## config.mk

```make
export PLATFORM = sky130hd
export DESIGN_NAME = ghostbus_host
export DESIGN_NICKNAME = d
export VERILOG_FILES = /design/src/rtl/ghostbus_host_pkg.sv /design/src/rtl/ghostbus_host_lat.sv /design/src/rtl/ghostbus_host.sv
export SDC_FILE = /design/constraint.sdc
export NUM_CORES = 1
export LEC_CHECK = 0
export BUFFER_PORTS_ARGS = -buffer_cell sky130_fd_sc_hd__buf_2
export CORE_ASPECT_RATIO = 0.75
export CORE_MARGIN = 2
export CORE_UTILIZATION = 49
export DETAILED_ROUTE_END_ITERATION = 16
export PLACE_DENSITY = 0.87
export SETUP_SLACK_MARGIN = 0.5
export SYNTH_ARGS = -nofsm -noshare
export SYNTH_HDL_FRONTEND = slang
export SYNTH_HIERARCHICAL = 1
export SYNTH_SLANG_ARGS = --single-unit
```

## constraint.sdc

```tcl
create_clock -name gb_clk -period 3.95 [get_ports gb_clk]
set_input_delay 0.5925 -clock gb_clk [delete_from_list [all_inputs] [get_ports gb_clk]]
set_output_delay 0.5925 -clock gb_clk [all_outputs]
set_load 0.01 [all_outputs]
```

## src/rtl/ghostbus_host_pkg.sv

```systemverilog
// ghostbus_host_pkg
//   Shared definitions for the ghostbus host and its responders. It holds the
//   default bus widths and the host FSM state encoding.
package ghostbus_host_pkg;

    localparam int GB_AW = 24;   // bus address width
    localparam int GB_DW = 32;   // bus data width
    localparam int GB_LW = 8;    // burst length field width

    typedef enum logic [1:0] {
        GB_ST_IDLE  = 2'd0,
        GB_ST_WRITE = 2'd1,
        GB_ST_RWAIT = 2'd2,
        GB_ST_RESP  = 2'd3
    } gb_state_t;

endpackage

```

## src/rtl/ghostbus_host_lat.sv

```systemverilog
// ghostbus_host_lat
//   Read-latency down-counter for the ghostbus host.
//   The load input presets the count so that zero rises on the RD_LAT-th
//   cycle spent waiting.
//   Ports:
//     clk   in   bus clock
//     rst   in   asynchronous active-high reset
//     load  in   preset the count at the start of a read beat
//     dec   in   count down, stopping at zero
//     zero  out  terminal count reached; the read data is valid this cycle
module ghostbus_host_lat #(
    parameter int RD_LAT = 1
) (
    input  logic clk,
    input  logic rst,
    input  logic load,
    input  logic dec,
    output logic zero
);

    localparam int LAT_W = $clog2(RD_LAT + 1);
    // The capture happens on the cycle in which the count is zero. Loading
    // RD_LAT-1 therefore gives RD_LAT wait cycles.
    localparam logic [LAT_W-1:0] LOAD_VAL = LAT_W'(RD_LAT - 1);

    logic [LAT_W-1:0] cnt;

    always_ff @(posedge clk or posedge rst) begin
        if (rst) begin
            cnt <= '0;
        end else if (load) begin
            cnt <= LOAD_VAL;
        end else if (dec && cnt != '0) begin
            cnt <= cnt - 1'b1;
        end
    end

    assign zero = (cnt == '0);

endmodule

```

## src/rtl/ghostbus_host.sv

```systemverilog
// ghostbus_host
//   Ghostbus initiator. It converts valid/ready request beats into bus cycles
//   and returns write acks or read data on a valid/ready response channel.
//   Reads are auto-incrementing bursts of req_len+1 beats. Only one
//   transaction is in flight at a time.
//   Ports:
//     gb_clk, rst                       clock, async active-high reset
//     req_valid/req_ready               request handshake
//     req_we/req_addr/req_wdata/req_len request fields
//     rsp_valid/rsp_ready               response handshake
//     rsp_we/rsp_data/rsp_last          response fields
//     gb_addr/gb_dout/gb_din/gb_we      ghostbus signals
//     busy                              transaction in progress
//   Bus timing: gb_addr is launched on the accept edge, or on the edge of the
//   previous beat's handshake. gb_din is sampled on the RD_LAT-th edge after
//   that launch. gb_addr stays constant over the whole wait.
//
//   state | meaning
//   ------+-----------------------------------------------------
//   IDLE  | ready for a request; bus outputs hold their last values
//   WRITE | gb_we pulse for one cycle at gb_addr/gb_dout
//   RWAIT | address is on the bus; waiting out the read latency
//   RESP  | response is offered and held until rsp_ready
module ghostbus_host
    import ghostbus_host_pkg::*;
#(
    parameter int AW     = GB_AW,
    parameter int DW     = GB_DW,
    parameter int LW     = GB_LW,
    parameter int RD_LAT = 1
) (
    input  logic          gb_clk,
    input  logic          rst,
    input  logic          req_valid,
    output logic          req_ready,
    input  logic          req_we,
    input  logic [AW-1:0] req_addr,
    input  logic [DW-1:0] req_wdata,
    input  logic [LW-1:0] req_len,
    output logic          rsp_valid,
    input  logic          rsp_ready,
    output logic          rsp_we,
    output logic [DW-1:0] rsp_data,
    output logic          rsp_last,
    output logic [AW-1:0] gb_addr,
    output logic [DW-1:0] gb_dout,
    input  logic [DW-1:0] gb_din,
    output logic          gb_we,
    output logic          busy
);

    if (RD_LAT < 1) begin : g_lat_check
        $error("ghostbus_host: RD_LAT must be at least 1");
    end

    gb_state_t     state;
    logic [LW-1:0] len_q;
    logic [LW-1:0] beat_q;
    logic          lat_load;
    logic          lat_dec;
    logic          lat_zero;

    assign req_ready = (state == GB_ST_IDLE);
    assign busy      = (state != GB_ST_IDLE);

    // Preload the latency counter on every edge that launches a read address.
    always_comb begin
        lat_load = 1'b0;
        if (state == GB_ST_IDLE && req_valid && !req_we) begin
            lat_load = 1'b1;
        end
        if (state == GB_ST_RESP && rsp_ready && !rsp_last) begin
            lat_load = 1'b1;
        end
    end

    assign lat_dec = (state == GB_ST_RWAIT);

    ghostbus_host_lat #(
        .RD_LAT (RD_LAT)
    ) u_lat (
        .clk  (gb_clk),
        .rst  (rst),
        .load (lat_load),
        .dec  (lat_dec),
        .zero (lat_zero)
    );

    always_ff @(posedge gb_clk or posedge rst) begin
        if (rst) begin
            state     <= GB_ST_IDLE;
            gb_addr   <= '0;
            gb_dout   <= '0;
            gb_we     <= 1'b0;
            rsp_valid <= 1'b0;
            rsp_we    <= 1'b0;
            rsp_data  <= '0;
            rsp_last  <= 1'b0;
            len_q     <= '0;
            beat_q    <= '0;
        end else begin
            gb_we <= 1'b0;
            case (state)
                GB_ST_IDLE: begin
                    if (req_valid) begin
                        gb_addr <= req_addr;
                        len_q   <= req_len;
                        beat_q  <= '0;
                        if (req_we) begin
                            // gb_dout only changes for writes, so reads leave it as it was.
                            gb_dout <= req_wdata;
                            gb_we   <= 1'b1;
                            state   <= GB_ST_WRITE;
                        end else begin
                            state   <= GB_ST_RWAIT;
                        end
                    end
                end
                GB_ST_WRITE: begin
                    rsp_valid <= 1'b1;
                    rsp_we    <= 1'b1;
                    rsp_data  <= '0;
                    rsp_last  <= 1'b1;
                    state     <= GB_ST_RESP;
                end
                GB_ST_RWAIT: begin
                    if (lat_zero) begin
                        rsp_valid <= 1'b1;
                        rsp_we    <= 1'b0;
                        rsp_data  <= gb_din;
                        rsp_last  <= (beat_q == len_q);
                        state     <= GB_ST_RESP;
                    end
                end
                GB_ST_RESP: begin
                    if (rsp_ready) begin
                        rsp_valid <= 1'b0;
                        if (rsp_last) begin
                            state <= GB_ST_IDLE;
                        end else begin
                            // The address wraps at 2^AW and the burst carries on.
                            gb_addr <= gb_addr + 1'b1;
                            beat_q  <= beat_q + 1'b1;
                            state   <= GB_ST_RWAIT;
                        end
                    end
                end
                default: state <= GB_ST_IDLE;
            endcase
        end
    end

endmodule

```

==> flow_summary.json <==
{
  "outcome": "finished, final reports clean",
  "num_vias": 4261,
  "nets": 737,
  "die-area_mm2": 0.0112,
  "synth_most_common_cell": "dfrtp_1",
  "reg2reg_depth": 7,
  "yosys_register_bits": 111,
  "cts_buffer_depth": 2,
  "synth_common_cells": "dfrtp_1 (111), mux2_2 (42), a22o_1 (32)",
  "setup_ws_ns": 1.46,
  "synth-compound-area-share_pct": 15.4,
  "post-route-drc-count": 0,
  "synth_xor_area_share_pct": 2.41,
  "path_clk_slew_ns": 0.07,
  "die_height_um": 92.3,
  "crit_arrival_ns": 2.76,
  "async_flop_share_pct": 100,
  "ys_seq_area_share_pct": 54.5,
  "dpl.hpwl_mm": 9.44,
  "cts_hold_buf": 0,
  "slew_headroom_pct": 26.6,
  "die_w_um": 122,
  "yosys_warnings": 6,
  "hold_viol": 0,
  "routed_wl_mm": 12.9,
  "syn_inst": 441,
  "grt_max_degree": 63,
  "post-route-cell-area_mm2": 0.00651,
  "antenna_found_initial": 2,
  "rows": 32,
  "drtIter0Drc": 255,
  "worstSetupPathType": "flop to flop",
  "synth_area_mm2": 0.00510,
  "worst_pin_slew_ns": 1.10,
  "cts_max_level": 3,
  "yosysUniqueCellTypes": 54,
  "core_mm2": 0.0102,
  "vias_per_cell": 5.53,
  "cp-start-kind": "flop",
  "maxSlewViolCount": 0,
  "vdd_ir_drop_max_mv": 0.341,
  "crit_path_end_kind": "flop",
  "rsz0062_at_grt": "false",
  "track_usage_pct": 22.9,
  "cap_violations": 0,
  "tns_ns": 0,
  "num_antenna_cells": 0,
  "cts_setup_buffers": 0,
  "synthFlopType": "dfrtp_1",
  "syn_avg_cell_area_um2": 11.6,
  "post_drt_wl_per_cell_um": 16.8,
  "synthDominantCellAreaShare_pct": 54.5,
  "num_io_pins": 195,
  "grt_pass1_vias": 4177,
  "gp_congestion": 0.871,
  "synth.area.top_cells": "dfrtp_1 (54%), mux2_2 (9.3%), a22o_1 (5.5%), nand3_1 (2.5%), a21oi_1 (2.4%)",
  "finalSetupViolCount": 0,
  "timing.final.crit_share_pct": 63.0,
  "path_max_fanout": 15,
  "syn_nets": 549,
  "synth_top_area_cell": "dfrtp_1",
  "portBuffers": 194,
  "cp_data_required_time_ns": 4.22,
  "clock_sinks": 111,
  "yosys.area_share.simple_pct": 12.5,
  "insertion_delay_ns": 0.34,
  "synthAdderAreaFrac_pct": 1.72,
  "synth_top_family_by_area": "compound AO/OA/AOI/OAI gates",
  "placed_cell_area_mm2": 0.00621,
  "p_leak_nw": 3.21,
  "synthMuxAreaShare_pct": 10.7,
  "finalPower_mw": 5.38,
  "fmax_ghz": 0.402,
  "cts.root.buffer_cell": "clkbuf_16",
  "cts-buffers-inserted": 9,
  "grt_pass1_wl_mm": 20.3,
  "dr.pass1.iters": 4,
  "skew_ns": 0.00749,
  "powerDensity_mw_per_mm2": 826,
  "synth-edff-count": 0,
  "drive_above_1_share_pct": 43.4,
  "place_ws_ns": 1.52,
  "hp-class": "input port to async pin",
  "grt-ovfl-total": 0,
  "area_growth_pct": 27.7,
  "initial_core_util_pct": 49.9,
  "min_period_ns": 2.49,
  "ant_nets": 0,
  "cts_tree": "done",
  "cts.repair.resized": 0
}
cell type report:
type / count / area (um2)
tap: 136 / 170
sequential: 111 / 2780
inverter: 13 / 52.6
clock inverter: 6 / 72.6
clock buffer: 10 / 229
multi-input combinational: 294 / 2180
fill: 812 / 3700
timing repair buffer: 200 / 1030
worst max-delay path, stage by stage (launching register included):
cell and delay [ns]:
dfrtp_1 0.42, inv_1 0.12, ha_1 0.46, nor2b_1 0.47, a21o_1 0.44, nor2_1 0.10
mux2_2 0.27, a21oi_1 0.14
where the power goes:
group	switching, mW	total, mW	internal [mW]
combinational	1.26	2.34	1.08
sequential	0.453	2.11	1.65
clock	0.427	0.930	0.502
total	2.14	5.38	3.24
final timing paths:
kind	from	endpoint	slack (ns)
setup / recovery	state[0]	gb_addr[3]	1.46
hold / removal	rst	u_lat/cnt	0.1
setup reg to reg	state[0]	gb_addr[3]	1.46
hold reg to reg	rsp_valid	rsp_valid	0.48
max in group asynchronous	rst	gb_dout[7]	2.61
min in group gb_clk	gb_din[10]	rsp_data[10]	0.47
placed cells by master (no fill, tap or decap), types with 7 or more instances in the layout:
master | netlist | layout
o22ai_1 | 14 | 14
ha_1 | 7 | 7
buf_2 | 9 | 194
a22o_1 | 32 | 32
mux2_2 | 42 | 42
a21oi_1 | 24 | 22
nand4_1 | 7 | 7
clkbuf_16 | 0 | 9
mux2i_1 | 7 | 7
xor2_1 | 9 | 9
nor2_1 | 19 | 19
inv_1 | 13 | 12
o21ai_0 | 21 | 21
nand3_1 | 25 | 25
dfrtp_1 | 111 | 111
nand2_1 | 22 | 22
state kept, by name (all words and copies together) (netlist names):
register   flops
u_lat/cnt      1
beat_q         8
gb_we          1
rsp_valid      1
len_q          8
state          2
rsp_we         1
rsp_data      32
gb_dout       32
gb_addr       24
rsp_last       1
kinds of logic (layout without fill, tap and decap cells):
family | Yosys count | count (layout)
multiplexers | 49 | 49
XOR/XNOR | 14 | 14
flip-flops | 111 | 111
AO/OA/AOI/OAI | 114 | 114
AND/OR/NAND/NOR | 110 | 110
adder cells (fa/ha/maj) | 7 | 7
buffers and inverters | 36 | 229
per-stage QoR:
| step | hold slack [ns] | cells | utilization, % |
|---|---|---|---|
| 2_1_floorplan | 0.321 | 441 | - |
| 3_3_place_gp | 0.454 | 754 | 60.8 |
| 3_5_place_dp | 0.458 | 754 | 60.8 |
| 4_1_cts | 0.0829 | 770 | 63.8 |
| 5_1_grt | 0.0817 | 770 | 63.8 |
| 6_report | 0.0983 | 770 | 63.8 |
routing by layer:
layer,vias up,routed length (um),track usage [%]
li1,1999,-,-
met5,-,34,0
met4,4,224,6.90
met3,26,824,6.10
met1,2058,5360,30.0
met2,174,6470,37.5
No activity file was read; power rests on OpenSTA's default activity.
